## src/rtl/fifo_ctrl.sv

```systemverilog
// fifo_ctrl: pointer/flag controller turning a dual-port RAM into a synchronous FIFO
module fifo_ctrl #(
  parameter int DATA_W = 10,
  parameter int ADDR_W = 3,
  parameter int AF_TH  = 6,
  parameter int AE_TH  = 2
) (
  input  logic              clk,
  input  logic              reset_L,
  input  logic              push,
  input  logic              pop,
  input  logic [DATA_W-1:0] data_in,
  input  logic [DATA_W-1:0] q_a,
  output logic [DATA_W-1:0] data_a,
  output logic [ADDR_W-1:0] addr_wa,
  output logic [ADDR_W-1:0] addr_ra,
  output logic              we_a,
  output logic              re_a,
  output logic [DATA_W-1:0] data_out,
  output logic              valid_out,
  output logic [ADDR_W:0]   count,
  output logic              full,
  output logic              empty,
  output logic              almost_full,
  output logic              almost_empty,
  output logic              error
);
  localparam int DEPTH = 2 ** ADDR_W;
  logic [ADDR_W-1:0] wr_ptr, rd_ptr;
  logic push_ok, pop_ok;
  always_comb begin
    full         = count == (ADDR_W+1)'(DEPTH);
    empty        = count == '0;
    almost_full  = count >= (ADDR_W+1)'(AF_TH);
    almost_empty = count <= (ADDR_W+1)'(AE_TH);
    push_ok      = reset_L & push & ~full;
    pop_ok       = reset_L & pop & ~empty;
    we_a         = push_ok;
    re_a         = pop_ok;
    data_a       = data_in;
    addr_wa      = wr_ptr;
    addr_ra      = rd_ptr;
    data_out     = q_a;
  end
  always_ff @(posedge clk or negedge reset_L) begin
    if (!reset_L) begin
      wr_ptr    <= '0;
      rd_ptr    <= '0;
      count     <= '0;
      valid_out <= 1'b0;
      error     <= 1'b0;
    end else begin
      wr_ptr    <= push_ok ? wr_ptr + 1'b1 : wr_ptr;
      rd_ptr    <= pop_ok ? rd_ptr + 1'b1 : rd_ptr;
      count     <= count + (ADDR_W+1)'(push_ok) - (ADDR_W+1)'(pop_ok);
      valid_out <= pop_ok;
      error     <= error | (push & full) | (pop & empty);
    end
  end
endmodule

```

## config.mk

```make
export PLATFORM = sky130hd
export DESIGN_NAME = fifo_ctrl
export DESIGN_NICKNAME = d
export VERILOG_FILES = /design/src/rtl/fifo_ctrl.sv
export SDC_FILE = /design/constraint.sdc
export NUM_CORES = 1
export LEC_CHECK = 0
export ABC_AREA = 1
export CORE_UTILIZATION = 35
export DETAILED_ROUTE_END_ITERATION = 10
export PLACE_DENSITY = 0.79
export SLEW_MARGIN = 10
export SYNTH_ARGS = -nofsm -noshare
export SYNTH_HDL_FRONTEND = slang
export SYNTH_SLANG_ARGS = --single-unit
```

## constraint.sdc

```tcl
create_clock -name clk -period 2.7 [get_ports clk]
set_input_delay 0.27 -clock clk [delete_from_list [all_inputs] [get_ports clk]]
set_output_delay 0.27 -clock clk [all_outputs]
set_load 0.1 [all_outputs]
```

==> results.txt, run 1 <==
----------------------------------------------------
[Drt]
  Post-route DRC violation count ... 0
  Vias/cell ... about 4.4
  Remaining antenna violation count ... 0
  Detail-routed net length per standard cell ... 11.1 microns
  First-iteration detailed-routing DRC count ... 3
  Vias ... about 650
  Number of iterations in the first detailed-routing pass ... 2
  Overall routed net length ... 1660 microns

[Synth]
  Netlist cell types ... 13
  Netlist area before placement ... slightly above 900 sq um
  Number of nets in the synthesized netlist ... about 150
  Sequential fraction of the synthesis area ... roughly 33%
  Post-Syn Instances ... 113
  Mean area per synthesized cell ... roughly 8 sq um
  Total of flip-flops plus latches after synthesis ... 12
  Synth warn ... 0

[Clock network]
  Clock-pin slew of the registers on the worst-case setup and hold paths ... 0.08 ns
  Number of clock buffers inserted by TritonCTS ... 3
  Root Driver ... sky130_fd_sc_hd__clkbuf_4
  Clock tree from TritonCTS ... yes
  Post-CTS Setup Bufs ... 0
  H-tree depth reported by CTS ... 1
  CTS max path bufs ... 2
  Number of sinks driven by the clock tree ... 12
  Number of hold buffers added after cts ... 0
  Number of gates resized after CTS ... 0
  Clock latency on the worst-skew pair ... around 0.27 ns

[Global routing]
  GRT Total Usage ... a little over an eighth
  Pin count of the biggest net entering global routing ... 14
  Global-route wire length before repair ... approximately 2700 microns
  GRT Residual Overflow ... 0
  Number of global-route vias before repair ... 641
  Initial antenna violation count ... 0

[Critical path]
  Kind of end point of the critical path ... flip-flop
  Critical Path, Cell by Cell ... nor2_4 > nand2_4 > nand2_4 > clkinvlp_4 > ha_4 > inv_1 > ha_1 > inv_1 > fa_1 > xnor2_1
  Highest fanout seen on the critical path ... 7
  Delay contributed by the slowest stage of the critical path ... 0.53 ns
  Endpoint required time on the critical path ... 2.89 ns
  Type of the worst setup path ... reg2reg
  Arrival time of the worst setup path ... 2.35 ns
  Slowest stage cell on the critical path ... sky130_fd_sc_hd__dfrtp_4
  Nature of the critical path startpoint ... flip-flop

[Placed design]
  Number of buffers added on ports ... 21
  Routability cong. ... 0.777
  Placed insts ... 145
  HPWL after detailed placement ... around 1400 microns

[Timing]
  Number of hold-slack violations in the final timing report ... 0
  Fin crit period ... 2.17 ns
  Worst rel slew slack ... roughly four fifths
  Final critical-path share of the clock period ... between 80% and 90%
  Final Max Slew Viols ... 0
  Max Fclk ... 462 MHz
  Final-layout setup total negative slack ... 0 ns
  Setup repair after global routing missed its margin ... false
  Post-route clock skew ... 0.00193 ns
  Slew at the pin with the worst max-slew slack ... between 0.2 and 0.3 ns
  Final worst hold slack ... ~0.36 ns
  Final setup fails ... 0

[Cells and area]
  Fraction of layout cells with a size suffix above 1 ... around 31%
  Ant diodes ... 0
  Area Overhead vs Synth ... 17.1%
  Number of nets in the final layout ... between 150 and 200
  Fin cells ... 149
  Final Util ... a little over two fifths

[Hold path]
  Classification of the worst-slack hold path ... in2async

[Die]
  Floorplan die height ... roughly 53 microns
  Total number of placement rows ... 18
  Core Area ... between 0.002 and 0.0025 sq mm
  Starting density of the core ... 37.1%
  Horizontal die dimension ... about 53 microns
  Number of top-level pins ... 62
  Die area ... 0.00284 sq mm

[Flow run]
  Total of max-cap violations ... 0

[Run status]
  Outcome ... finished clean

----------------------------------------------------
-- registers in the layout (all words and copies together) (netlist names) --
name       flops
valid_out      1
addr_ra        3
count          4
addr_wa        3
error          1
-- routing by layer --
layer  global-route usage (%)  up-vias  routed length [microns]  share of wire, %
li1                         -      333                        -                 -
met1                     15.1      291                      691                42
met2                     21.7       23                      761                46
met3                     5.17        6                      186                11
met4                     5.26        0                       17               1.0
met5                        0        -                        0                 0
-- cell type report --
class	instances	area, sq um
fillers	265	1400
flip-flops and latches	12	313
inverters	21	87.6
multi-input cells	60	415
clock buffers	4	26.3
well taps	30	37.5
repair buffers	22	198
-- kinds of logic after synthesis --
logic type | Yosys count | synth area share (%)
flops | 12 | 32.7
xor+xnor | 1 | 0.953
fa+ha+maj | 11 | 15.8
simple gates | 48 | 25.7
buf+inv | 41 | 24.9
-- stage by stage --
| stage | area [sq um] | setup slack, ns |
|---|---|---|
| 3_5_place_dp | 1050 | 0.383 |
| 4_1_cts | 1080 | 0.528 |
| 2_1_floorplan | 966 | -0.0221 |
| 5_1_grt | 1080 | 0.418 |
| 6_report | 1080 | 0.533 |
| 3_3_place_gp | 1050 | 0.379 |
-- critical path: cells and delay by family, from the launching register on --
kind / cells / cell delay, ns
fa+ha+maj: 3 / 0.74
flops: 1 / 0.53
simple gates: 3 / 0.40
buf+inv: 3 / 0.23
xor+xnor: 1 / 0.17
-- layout by cell type (no fill, tap or decap) --
cell	n
sky130_fd_sc_hd__nand2_1	30
sky130_fd_sc_hd__inv_1	18
sky130_fd_sc_hd__buf_4	17
sky130_fd_sc_hd__nand3_1	10
sky130_fd_sc_hd__ha_1	8
sky130_fd_sc_hd__dfrtp_1	8
sky130_fd_sc_hd__nand2_4	4
sky130_fd_sc_hd__clkbuf_4	3
sky130_fd_sc_hd__dfrtp_4	3
sky130_fd_sc_hd__clkdlybuf4s50_1	3
sky130_fd_sc_hd__inv_4	2
sky130_fd_sc_hd__ha_4	2
sky130_fd_sc_hd__buf_12	2
sky130_fd_sc_hd__nor2_4	1
sky130_fd_sc_hd__clkinvlp_4	1
sky130_fd_sc_hd__xnor2_1	1
sky130_fd_sc_hd__nand3b_1	1
sky130_fd_sc_hd__nor2_1	1
sky130_fd_sc_hd__or2_2	1
sky130_fd_sc_hd__fa_1	1
sky130_fd_sc_hd__clkbuf_1	1
sky130_fd_sc_hd__dfrtp_2	1
-- path summary, 6_finish.rpt --
kind	from	to	slack (ns)	cells after the start
hold reg to reg	error	error	0.49	1
min in group clk	error	error	0.49	1
max in group asynchronous	reset_L	count[2]	2.15	2
setup / recovery	count[1]	count[2]	0.53	10
hold / removal	reset_L	count[3]	0.36	2
setup reg to reg	count[1]	count[2]	0.53	10
-- cell usage after synthesis, drive strengths merged --
cell type / count / share of area (%)
fa: 1 / 2.2
xnor2: 1 / 0.95
or2: 1 / 0.68
nand3b: 1 / 0.82
buf: 20 / 16
nand3: 10 / 5.4
ha: 10 / 14
dfrtp: 12 / 33
nor2: 2 / 1.6
nand2: 34 / 17
inv: 21 / 8.6
Power of run 1 is left out: the tool's default activity adds up to more than one toggle a clock period on the data nets, which glitch-free logic cannot reach.
==> run 2, diff against run 1 <==
--- a/config.mk
+++ b/config.mk
@@ -6,9 +6,9 @@
 export NUM_CORES = 1
 export LEC_CHECK = 0
 export ABC_AREA = 1
-export CORE_UTILIZATION = 35
+export CORE_UTILIZATION = 32
 export DETAILED_ROUTE_END_ITERATION = 10
-export PLACE_DENSITY = 0.79
+export PLACE_DENSITY = 0.76
 export SLEW_MARGIN = 10
 export SYNTH_ARGS = -nofsm -noshare
 export SYNTH_HDL_FRONTEND = slang
==> constraint.sdc (replaced) <==
create_clock -name clk -period 1.9 [get_ports clk]
set_input_delay 0.19 -clock clk [delete_from_list [all_inputs] [get_ports clk]]
set_output_delay 0.19 -clock clk [all_outputs]
set_load 0.1 [all_outputs]
==> run 2 against run 1 <==
Against the previous run:
- the run now ends with setup timing left
- die area up 9.0%
- routed wire length is 27% higher
- final area grew 24%
- largest cell class unchanged
- first-iteration DRC count grew to 3.3 times the previous value
- critical endpoint is now count[1]
- worst hold slack got worse by 0.021 ns
- cell count rose by 16%
- register-to-register slack got worse by 0.62 ns
- sequential cell count did not move
- critical path depth rose by 1
- utilization rose by 5.5 points
- maximum frequency is 9.2% higher
==> results.txt, run 2 (synthesis gave the netlist of run 1 again) <==
----------------------------------------------------
[Run status]
  Violated checks ... setup timing
  Outcome ... finished with violations

[Critical path]
  Highest fanout seen on the critical path ... 2 (-5)
  Endpoint required time on the critical path ... 2.09 ns (-0.80 ns)
  Type of the worst setup path ... reg2reg
  Nature of the critical path startpoint ... flip-flop
  Kind of end point of the critical path ... flip-flop
  Arrival time of the worst setup path ... 2.17 ns (-0.18 ns)

[Cells and area]
  Post-route cell area ... 0.00134 sq mm (+24%)
  Top library cells by usage in the layout, fill and taps aside ... 36 x sky130_fd_sc_hd__buf_4, 30 x sky130_fd_sc_hd__nand2_1, 15 x sky130_fd_sc_hd__inv_1
  Most flop-heavy register ... count
  Number of nets in the final layout ... 178 (+15%)
  Flip-flop count of the largest register, all copies and words added ... 4 (unchanged)
  Area Overhead vs Synth ... 45.7%
  Fraction of layout cells with a size suffix above 1 ... 46.5% (+15 points)
  Multi-input gate area ... 440 sq um (+6.0%)
  Ant diodes ... 0 (unchanged)
  Fin cells ... 173 (+16%)
  Final Util ... 49.0% (+5.5 points)
  Most common cell after layout, fill and taps aside ... sky130_fd_sc_hd__buf_4
  FILL cells ... 245 (-7.5%)
  Area taken by flip-flops and latches ... 313 sq um (unchanged)

[Placed design]
  Placed insts ... 162 (+12%)
  Number of buffers added on ports ... 21 (unchanged)
  Placed Area ... 0.00124 sq mm (+18%)
  Routability cong. ... 0.767 (-1.2%)
  HPWL after detailed placement ... 1630 microns (+16%)

[Timing]
  Fin crit period ... 1.98 ns (-0.183 ns)
  Setup repair after global routing missed its margin ... true
  Final Max Slew Viols ... 0 (unchanged)
  Setup WS post-layout ... -0.0833 ns (-0.617 ns)
  Final critical-path share of the clock period ... 104% (+24 points)
  Final-layout setup total negative slack ... -0.227 ns (-0.227 ns)
  Slew at the pin with the worst max-slew slack ... 0.284 ns (-0.00152 ns)
  Max Fclk ... 504 MHz (+9.2%)
  Final setup fails ... 3 (+3)
  Number of hold-slack violations in the final timing report ... 0 (unchanged)
  Post-route clock skew ... 0.00392 ns (+0.00199 ns)
  Worst rel slew slack ... 81.3% (+0.10 points)

[Clock network]
  Clock-pin slew of the registers on the worst-case setup and hold paths ... 0.09 ns (about the same)
  Clock latency on the worst-skew pair ... 0.28 ns (about the same)
  Clock tree from TritonCTS ... yes
  H-tree depth reported by CTS ... 1 (unchanged)
  Number of sinks driven by the clock tree ... 12 (unchanged)
  Number of hold buffers added after cts ... 0 (unchanged)
  CTS max path bufs ... 2 (unchanged)
  Root Driver ... sky130_fd_sc_hd__clkbuf_4
  Number of clock buffers inserted by TritonCTS ... 3 (unchanged)

[Die]
  Floorplan die height ... 55.6 microns (+4.4%)
  Starting density of the core ... 33.6% (-3.5 points)
  Core Area ... 0.00273 sq mm (+10%)
  Total number of placement rows ... 19 (+1)
  Die area ... 0.00309 sq mm (+9.0%)
  Number of top-level pins ... 62 (unchanged)
  Horizontal die dimension ... 55.6 microns (+4.4%)

[Drt]
  Remaining antenna violation count ... 0 (unchanged)
  Overall routed net length ... 2100 microns (+27%)
  Detail-routed net length per standard cell ... 12.1 microns (+9.0%)
  First-iteration detailed-routing DRC count ... 10 (+7)
  Number of iterations in the first detailed-routing pass ... 4 (+2)
  Vias ... 758 (+16%)
  Vias/cell ... 4.38 (about the same)
  Post-route DRC violation count ... 0 (unchanged)

[Global routing]
  Number of global-route vias before repair ... 811 (+27%)
  Initial antenna violation count ... 0 (unchanged)
  GRT Residual Overflow ... 0 (unchanged)
  GRT Total Usage ... 15.0% (+1.9 points)
  Pin count of the biggest net entering global routing ... 13 (-1)
  Global-route wire length before repair ... 3660 microns (+38%)

[Hold path]
  Classification of the worst-slack hold path ... in2async

[Flow run]
  Total of max-cap violations ... 0 (unchanged)

----------------------------------------------------
-- run 2: cell types whose count changed in the layout (fill, tap and decap cells not counted), sizes merged --
| cell | before | now |
|---|---|---|
| clkinvlp | 1 | 2 |
| buf | 19 | 42 |
| inv | 20 | 19 |
-- run 2: area by class of cell --
| class | count | area share (%) |
|---|---|---|
| Clock buffer | 4 | 2.71 |
| Inverter | 21 | 6.82 |
| Multi-Input combinational cell | 60 | 32.9 |
| Sequential cell | 12 | 23.3 |
| Tap cell | 31 | 2.89 |
| Timing Repair Buffer | 45 | 31.4 |
-- run 2: per-layer routing --
layer	routed length, microns	up-vias	GRT usage (%)
met5	0	-	0
met4	23	0	7.86
met3	191	4	5.12
met2	1100	30	26.0
met1	783	348	16.2
li1	-	376	-
-- run 2: final timing paths --
path	from	to	slack [ns]	depth (start not counted)
max in group asynchronous	reset_L	count[3]	1.38	3
max reg2reg	count[2]	count[1]	-0.08	11
min in group clk	data_in[0]	data_a[0]	0.38	0
min	reset_L	addr_wa[2]	0.34	3
max	count[2]	count[1]	-0.08	11
min reg2reg	error	error	0.49	1
-- run 2: metrics by stage --
stage	worst slack [ns]	hold slack [ns]
final	-0.0833	0.344
after global routing	-0.172	0.371
after CTS	-0.0942	0.352
after detailed placement	-0.158	0.381
after global placement	-0.0965	0.381
after floorplan	-0.798	-0.106
-- run 2: timing repair --
action / 4_1_cts / 5_1_grt
buffers inserted: 4 / 3
setup endpoints to repair: 3 / 4
pin swaps: 1 / 1
gates resized for setup: 3 / 0
-- run 2: worst max-delay path, stage by stage, from the launching register on --
cell	delay, ns
sky130_fd_sc_hd__dfrtp_4	0.50
sky130_fd_sc_hd__inv_4	0.07
sky130_fd_sc_hd__ha_4	0.13
sky130_fd_sc_hd__nand2_4	0.06
sky130_fd_sc_hd__nand2_4	0.07
sky130_fd_sc_hd__clkinvlp_4	0.10
sky130_fd_sc_hd__ha_4	0.22
sky130_fd_sc_hd__inv_2	0.06
sky130_fd_sc_hd__ha_4	0.12
sky130_fd_sc_hd__inv_2	0.03
sky130_fd_sc_hd__fa_1	0.48
sky130_fd_sc_hd__inv_1	0.04
Power of run 2 is left out for the same reason.
